## src/rtl/conv_pkg.sv

```systemverilog
// Shared definitions for the convolution front-end: default frame geometry,
// loader FSM states and the counter-width helper.
package conv_pkg;
  localparam int unsigned DEFAULT_COLS = 6;
  localparam int unsigned DEFAULT_ROWS = 6;

  typedef enum logic [1:0] {FILL, FULL, PEND} loader_state_t;

  function automatic int unsigned count_width(input int unsigned n);
    return $clog2(n + 1);
  endfunction
endpackage

```

## src/rtl/conv_frame_loader_if.sv

```systemverilog
// Frame hand-off channel between the loader (master) and convLayer (slave).
interface conv_frame_loader_if
  import conv_pkg::*;
#(
  parameter int unsigned COLS = DEFAULT_COLS,
  parameter int unsigned ROWS = DEFAULT_ROWS
) ();
  logic [ROWS*COLS-1:0] frame_out;
  logic                 frame_valid;
  logic                 frame_ready;

  modport master (output frame_out, output frame_valid, input frame_ready);
  modport slave  (input frame_out, input frame_valid, output frame_ready);
endinterface

```

## src/rtl/sync_edge_detect.sv

```systemverilog
// Two-flop synchroniser for an asynchronous level followed by a rising-edge
// detector; emits a one-cycle pulse per synchronised rise.
module sync_edge_detect (
  input  logic clk,
  input  logic rst_n,
  input  logic level,
  output logic rise
);
  logic s1, s2, prev;

  always_ff @(posedge clk or negedge rst_n) begin
    if (!rst_n) begin
      s1   <= 1'b0;
      s2   <= 1'b0;
      prev <= 1'b0;
    end else begin
      s1   <= level;
      s2   <= s1;
      prev <= s2;
    end
  end

  assign rise = s2 & ~prev;
endmodule

```

## src/rtl/conv_frame_loader.sv

```systemverilog
// Row-per-strobe frame assembler with a shadow buffer, one pending commit and
// a valid/ready output register feeding convLayer.
module conv_frame_loader
  import conv_pkg::*;
#(
  parameter int unsigned COLS = DEFAULT_COLS,
  parameter int unsigned ROWS = DEFAULT_ROWS
) (
  input  logic                          clk,
  input  logic                          rst_n,
  input  logic [COLS-1:0]               row_data,
  input  logic                          row_strobe,
  input  logic                          commit,
  input  logic                          clear,
  conv_frame_loader_if.master           frm,
  output logic [count_width(ROWS)-1:0]  row_count,
  output logic                          overflow,
  output logic                          short_commit
);
  localparam int unsigned CW = count_width(ROWS);
  localparam logic [CW-1:0] LAST_ROW = CW'(ROWS - 1);

  logic stb_p, cmt_p, clr_p;

  sync_edge_detect u_stb (.clk(clk), .rst_n(rst_n), .level(row_strobe), .rise(stb_p));
  sync_edge_detect u_cmt (.clk(clk), .rst_n(rst_n), .level(commit),     .rise(cmt_p));
  sync_edge_detect u_clr (.clk(clk), .rst_n(rst_n), .level(clear),      .rise(clr_p));

  loader_state_t        state, state_n;
  logic [CW-1:0]        count_n;
  logic [ROWS*COLS-1:0] shadow, shadow_n;
  logic [ROWS*COLS-1:0] frame_q, frame_n;
  logic                 valid_q, valid_n;
  logic                 overflow_n, short_n;
  logic                 accept, transfer;

  always_ff @(posedge clk or negedge rst_n) begin
    if (!rst_n) begin
      state        <= FILL;
      row_count    <= '0;
      shadow       <= '0;
      frame_q      <= '0;
      valid_q      <= 1'b0;
      overflow     <= 1'b0;
      short_commit <= 1'b0;
    end else begin
      state        <= state_n;
      row_count    <= count_n;
      shadow       <= shadow_n;
      frame_q      <= frame_n;
      valid_q      <= valid_n;
      overflow     <= overflow_n;
      short_commit <= short_n;
    end
  end

  always_comb begin
    state_n    = state;
    count_n    = row_count;
    shadow_n   = shadow;
    frame_n    = frame_q;
    valid_n    = valid_q;
    overflow_n = overflow;
    short_n    = short_commit;
    transfer   = 1'b0;
    accept     = valid_q & frm.frame_ready;

    if (accept) valid_n = 1'b0;

    // Clear preempts strobe and commit outright, including a pending transfer.
    if (clr_p) begin
      count_n    = '0;
      overflow_n = 1'b0;
      short_n    = 1'b0;
      state_n    = FILL;
    end else begin
      case (state)
        FILL: begin
          if (stb_p) begin
            for (int unsigned r = 0; r < ROWS; r++)
              if (row_count == CW'(r)) shadow_n[r*COLS +: COLS] = row_data;
            count_n = row_count + 1'b1;
            if (row_count == LAST_ROW) state_n = FULL;
          end
          if (cmt_p) short_n = 1'b1;
        end
        FULL: begin
          if (stb_p) overflow_n = 1'b1;
          if (cmt_p) begin
            if (!valid_q || frm.frame_ready) transfer = 1'b1;
            else                             state_n  = PEND;
          end
        end
        PEND: begin
          if (stb_p)  overflow_n = 1'b1;
          if (accept) transfer   = 1'b1;
        end
        default: state_n = FILL;
      endcase
    end

    // A transfer overrides the accept-driven drop, so valid never dips on reload.
    if (transfer) begin
      frame_n = shadow;
      valid_n = 1'b1;
      count_n = '0;
      state_n = FILL;
    end
  end

  assign frm.frame_out   = frame_q;
  assign frm.frame_valid = valid_q;
endmodule

```

## src/flat_wrapper.sv

```systemverilog
// flat-port wrapper written by rule: the top's interface ports become plain ports
module conv_frame_loader_flat import conv_pkg::*;
#(
  parameter int unsigned COLS = DEFAULT_COLS,
  parameter int unsigned ROWS = DEFAULT_ROWS
)
  (clk, rst_n, row_data, row_strobe, commit, clear, row_count, overflow, short_commit, frm_frame_out, frm_frame_valid, frm_frame_ready);
  conv_frame_loader_if #(.COLS(COLS), .ROWS(ROWS)) frm_i ();
  input  logic clk;
  input  logic rst_n;
  input  logic [COLS-1:0] row_data;
  input  logic row_strobe;
  input  logic commit;
  input  logic clear;
  output logic [count_width(ROWS)-1:0] row_count;
  output logic overflow;
  output logic short_commit;
  output wire logic [$bits(frm_i.frame_out)-1:0] frm_frame_out;
  output wire logic [$bits(frm_i.frame_valid)-1:0] frm_frame_valid;
  input wire logic [$bits(frm_i.frame_ready)-1:0] frm_frame_ready;
  assign frm_frame_out = frm_i.frame_out;
  assign frm_frame_valid = frm_i.frame_valid;
  assign frm_i.frame_ready = frm_frame_ready;
  conv_frame_loader #(.COLS(COLS), .ROWS(ROWS)) u_core (.clk(clk), .rst_n(rst_n), .row_data(row_data), .row_strobe(row_strobe), .commit(commit), .clear(clear), .frm(frm_i), .row_count(row_count), .overflow(overflow), .short_commit(short_commit));
endmodule
```

## config.mk

```make
export PLATFORM = sky130hd
export DESIGN_NAME = conv_frame_loader_flat
export DESIGN_NICKNAME = d
export VERILOG_FILES = /design/src/rtl/conv_pkg.sv /design/src/rtl/conv_frame_loader_if.sv /design/src/rtl/sync_edge_detect.sv /design/src/rtl/conv_frame_loader.sv /design/src/flat_wrapper.sv
export SDC_FILE = /design/constraint.sdc
export NUM_CORES = 1
export LEC_CHECK = 0
export ABC_AREA = 1
export CORE_UTILIZATION = 48
export CTS_CLUSTER_SIZE = 28
export DETAILED_ROUTE_END_ITERATION = 6
export PLACE_DENSITY = 0.76
export SLEW_MARGIN = 30
export SYNTH_ARGS = -nofsm -noshare
export SYNTH_HDL_FRONTEND = slang
export SYNTH_SLANG_ARGS = --single-unit
```

## constraint.sdc

```tcl
create_clock -name clk -period 1.6 [get_ports clk]
set_clock_uncertainty 0.1 [all_clocks]
set_input_delay 0.32 -clock clk [delete_from_list [all_inputs] [get_ports clk]]
set_output_delay 0.32 -clock clk [all_outputs]
set_load 0.005 [all_outputs]
```

==> reports/results.ini <==
[status]
status=finished with violations
violations=setup timing

[final_layout]
n_antenna_cell=0
area_growth_pct=39.3
ff_latch_area_um2=2230
fin_area_um2=4870
multiInputGateArea_um2=1190
nets=489
final_layout_size_suffix_gt1_share_pct=21.1
nFillCells=541
final_common_cell=nand2_1
layout_common_cells=nand2_1 (152), dfrtp_1 (89), buf_4 (42), dlygate4sd2_1 (42), o21ai_0 (19)

[sta]
fmax_mhz=600
hold_viol_final=0
setup_slack_ps=-65.4
worstMarginPinSlew_ps=452
fin_crit_ps=1670
grt_setup_unrepaired=yes
hold_ws_ps=253
slew_violations=0
period_share_pct=104
setup-violations-final=40
relSlewSlack_pct=69.8

[place]
dpl_cell_area_um2=4220
io_buffers=53
gp_congestion=0.810
dp_hpwl_um=4510

[die]
fp.coreArea_um2=6910
fp.dieH_um=87.4
rows=30
die_x_um=87.4
ioPinCount=54
fp.dieArea_um2=7630
initial_core_util_pct=50.7

[detailed_routing]
drt-met1-wl_um=3330
firstDrtPassIters=5
wl_per_cell_um=13.3
vias=2732
vias_per_cell=4.80
dr_wl_met3_um=288
postRouteAntennaNets=0
drt_wl_total_um=7540
top_layer=met4
met2_wirelength_um=3830
drt-initial-drc-count=144
drc=0

[setup_path]
cp_data_required_time_ps=1790
cpLargestDelayFamily=buffers and inverters
path_class=register to register
crit_top_cell=nand2_1
critical_path.max_fanout=8
worstPathCellList=inv_2 > buf_4 > ha_4 > nand2_4 > nor2_8 > buf_12 > clkbuf_16 > nand2_1 > nand2_1
critPathBufInv=4
critPathSlowestCell=dfrtp_1
cp-start-kind=register
endpoint_kind=register
slowest_delay_ps=390
arrival_ps=1850

[cts]
clock-sinks=89
insertion_delay_ps=350
clk_pin_slew_ps=90
clockRootBuffer=clkbuf_8
htree_levels=3
cts_made_buffers=9
cts_tree=built
clockBufferDepth=2

[synth]
synth-seq-area-share_pct=63.7
ys_ff_latch=89
synth_cell_type_count=22
yosysWarnings=0
syn_area_per_cell_um2=9.66
netlist_area_um2=3500
synth_nets=383
syn_inst=362

[pwr]
p_per_area_nw_per_um2=1630
p_leak_nw=2.59
ir_worst_vdd_mv=0.920
finalPower_mw=7.95

[min_path]
hold_class=register to register

[global_routing]
grt_max_degree=38
grt_pass1_wl_um=11900
antenna_found_initial=0
grt.total_usage_pct=20.7
grt_pass1_vias=2510
overflow=0

[run]
max_cap_violations=0

==> worst paths after layout <==
check                           slack (ps)            start                       end  cells past startpoint
worst max-delay path                   -70  u_core.state[1]  u_core.frm.frame_out[23]                      9
worst min-delay path                   250  u_core.u_clr.s1           u_core.u_clr.s2                      0
worst max register to register         -70  u_core.state[1]  u_core.frm.frame_out[23]                      9
worst min register to register         250  u_core.u_clr.s1           u_core.u_clr.s2                      0
max in group asynchronous              570            rst_n  u_core.frm.frame_out[15]                      3
min in group asynchronous              340            rst_n          u_core.shadow[0]                      2
==> cell families after synthesis <==
logic type                 share of synthesized area (%)
AOI/OAI and AO/OA                                   6.01
xor gates and xnor gates                           0.250
adders and majority gates                           3.22
buffers and inverters                               5.15
DFF                                                 63.7
and+or+nand+nor                                     21.7
==> synth_stat cells <==
library cell / number / share of area [%]
ha_1: 9 / 3.2
xor2_1: 1 / 0.25
nor2_2: 1 / 0.18
nand2_2: 2 / 0.36
inv_4: 1 / 0.18
buf_2: 7 / 1.0
o21a_1: 2 / 0.43
nor2_4: 1 / 0.32
o21ai_1: 17 / 2.4
or2_2: 1 / 0.18
nand2_1: 160 / 17
o21ai_0: 19 / 2.7
a21oi_1: 3 / 0.43
inv_1: 22 / 2.4
buf_6: 3 / 0.97
nor2_1: 5 / 0.54
nor2_8: 1 / 0.57
buf_4: 3 / 0.64
dfrtp_1: 89 / 64
nand4_1: 7 / 1.3
nand3_1: 7 / 1.0
nor3_1: 1 / 0.14
==> worst reg2reg max path: stages (launching register included) <==
cell and delay (ps):
dfrtp_1 390, inv_2 70, buf_4 140, ha_4 290, nand2_4 80, nor2_8 110, buf_12 160, clkbuf_16 170
nand2_1 50, nand2_1 50
==> cell type report <==
type                    count  share of cell area, %
flip-flops and latches     89                   45.7
multi-input cells         237                   24.4
repair buffers            108                   21.3
clock buffers               9                   2.54
well taps                  96                   2.46
inverters                  23                   2.10
clock inverters             7                   1.57
==> sequential cells by signal, summed over array words and instances, names as in the netlist, 2 cells and up <==
register,count
u_core.frm.frame_out,36
u_core.shadow,36
u_core.row_count,3
u_core.state,2
==> power breakdown <==
group          internal (mW)  switching [mW]  leakage [nW]  total [mW]
Combinational           1.58            1.29          1.46        2.86
Clock                  0.733           0.819        0.0962        1.55
Sequential              3.08           0.447          1.04        3.53
==> per-stage QoR <==
step	setup TNS [ps]	cells	worst slack [ps]	utilization, %
after detailed placement	-12330	512	-345	61.1
after floorplan	0	362	30.0	-
final	-1210	569	-65.4	70.6
after CTS	-461	562	-57.7	67.9
after global placement	-10430	512	-279	61.1
after global routing	-5800	569	-134	70.6
==> layer usage <==
layer	up-vias	track usage (%)
li1	1350	-
met2	56	34.9
met4	0	6.71
met5	-	0
met3	9	3.98
met1	1317	27.1
==> what timing repair did <==
item / 4_1_cts / 5_1_grt
hold endpoints to repair: 28 / 0
resized for setup: 54 / 25
hold buffers: 1 / 0
setup buffers: 32 / 5
pin swaps: 3 / 6
endpoints found under the setup margin: 87 / 76
cloned: 1 / 2
Note: power is estimated with default switching activity, not from simulation.
==> patch: new RTL, config.mk and constraints unchanged <==
Make the reset (`rst_n`) synchronous in 2 clocked blocks. Comments in the files are not updated.
--- a/src/rtl/sync_edge_detect.sv
+++ b/src/rtl/sync_edge_detect.sv
@@ -9,5 +9,5 @@
   logic s1, s2, prev;
 
-  always_ff @(posedge clk or negedge rst_n) begin
+  always_ff @(posedge clk) begin
     if (!rst_n) begin
       s1   <= 1'b0;
--- a/src/rtl/conv_frame_loader.sv
+++ b/src/rtl/conv_frame_loader.sv
@@ -35,5 +35,5 @@
   logic                 accept, transfer;
 
-  always_ff @(posedge clk or negedge rst_n) begin
+  always_ff @(posedge clk) begin
     if (!rst_n) begin
       state        <= FILL;
Behaviour: differs if rst_n is asserted again (counterexample within 4 cycles, from zero or initial values and one cycle with rst_n low); with rst_n held inactive, the same outputs for 10 cycles.
==> patch against the unedited design <==
Final area increased by 1.4%; worst setup slack improved by 0.067 ns; critical path depth decreased by 1; maximum frequency increased by 4.2%; global-route usage increased by 0.49 points; routed wire length increased by 11%; synthesized cell count increased by 48%; synthesized area increased by 9.7%; sequential cell count unchanged.
Power is not compared: it rests on default switching activity, and its combinational part moved more than twofold at a synthesized area within 25%.
==> patch: results (changes against the unedited design) <==
Parameter                              Value

Yosys
  Post-Syn Instances ... 535 (+48%)
  Top cell type's share of synthesized area ... 46.44% (-17 points)
  Top cells by instance count after synthesis ... 133 x inv_1, 96 x nand2_1, 89 x dfxtp_1, 46 x nor2_1, 41 x a21oi_1
  Synth Net Count ... 555 (+45%)
  Adder and majority cell fraction of the synthesized area ... 2.609% (-0.61 points)
  Parity-gate share of the synthesized area counting xor and xnor cells ... 0.2283% (-0.022 points)
  Proportion of synthesized chip area in sequential cells ... 46.44% (-17 points)
  Fraction of the mapped netlist area in compound gates ... 10.44% (+4.4 points)
  Synth Flop Type ... dfxtp_1
  Proportion of synthesized flip-flops having asynchronous set or reset ... 0% (-100 points)

Layout
  Post-layout net count ... 618 (+26%)
  Non-filler cells in the finished layout ... 705 (+24%)
  Count of sequential standard cells ... 89 (unchanged)
  Total of fill cells in the finished design ... 685 (+27%)
  Non-clock buffer contribution to total cell area ... 15.59% (-5.7 points)
  Inverters excl. clock ... 134 (+480%)
  Fraction of area in clock buffers and inverters ... 4.758% (+0.65 points)
  Number of multi-input logic gates ... 284 (+20%)
  Fraction of layout instances using a drive strength above 1 ... 16.09% (-5.1 points)
  Signed area change from the synthesized netlist to the final layout ... 28.86%

Clocking
  Hold bufs inserted after CTS ... 0 (-1)

Worst setup path
  Slowest stage cell, crit path ... dfxtp_2
  Worst Path Max Fanout ... 5 (-3)
  Category of cells accounting for the largest share of critical-path delay ... simple AND/OR/NAND/NOR gates
  CP peak stage delay ... 0.33 ns (-0.06 ns)

Run status
  Status ... finished, final reports clean

Route
  Post-detailed-route wirelength per cell ... 11.90 um (-10%)
  Total via count after detailed routing ... 3394 (+24%)
  Wire length the detailed router placed on met1 ... 3581 um (+7.5%)
  First-iteration detailed-routing DRC count ... 179 (+24%)
  Routed met2 length ... 4155 um (+8.5%)
  First-pass iteration count of the detailed router ... 4 (-1)

Hold path
  Class of the tightest hold or removal check ... input pin to register

Global route
  GRT met2 Usage ... 37.72% (+2.8 points)
  Largest net degree at the start of global routing ... 82 (+120%)
  GR met3 Demand/Resource ... 3.685% (-0.30 points)

Place
  Post-place instance area ... 4547 um2 (+7.7%)
  Placer's final routability congestion estimate ... 0.8075 (-0.36%)
  Worst slack at placement ... -0.2111 ns (+0.1334 ns)
  Number of placed cells counting well taps ... 681 (+33%)
==> patch: cell types whose count changed in the layout (fill, tap and decap cells not counted), moves of 30 or more <==
cell / before / now
nor2_1: 3 / 43
dfxtp_1: 0 / 57
a21oi_1: 1 / 39
nand2_1: 152 / 93
inv_1: 18 / 132
nand4_1: 7 / 37
dfrtp_1: 89 / 0
dfxtp_2: 0 / 32
==> patch: final timing paths <==
check | startpoint | end | slack (ns) | cells after the start
max | u_core.row_count[1]$_SDFFE_PP0P_ | u_core.shadow[34]$_SDFFE_PN0P_ | 0.002 | 8
min | rst_n | u_core.frm.frame_valid$_SDFFE_PN0P_ | 0.17 | 3
max reg2reg | u_core.row_count[1]$_SDFFE_PP0P_ | u_core.shadow[34]$_SDFFE_PN0P_ | 0.002 | 8
min reg2reg | u_core.u_clr.s1$_SDFF_PN0_ | u_core.u_clr.s2$_SDFF_PN0_ | 0.33 | 2
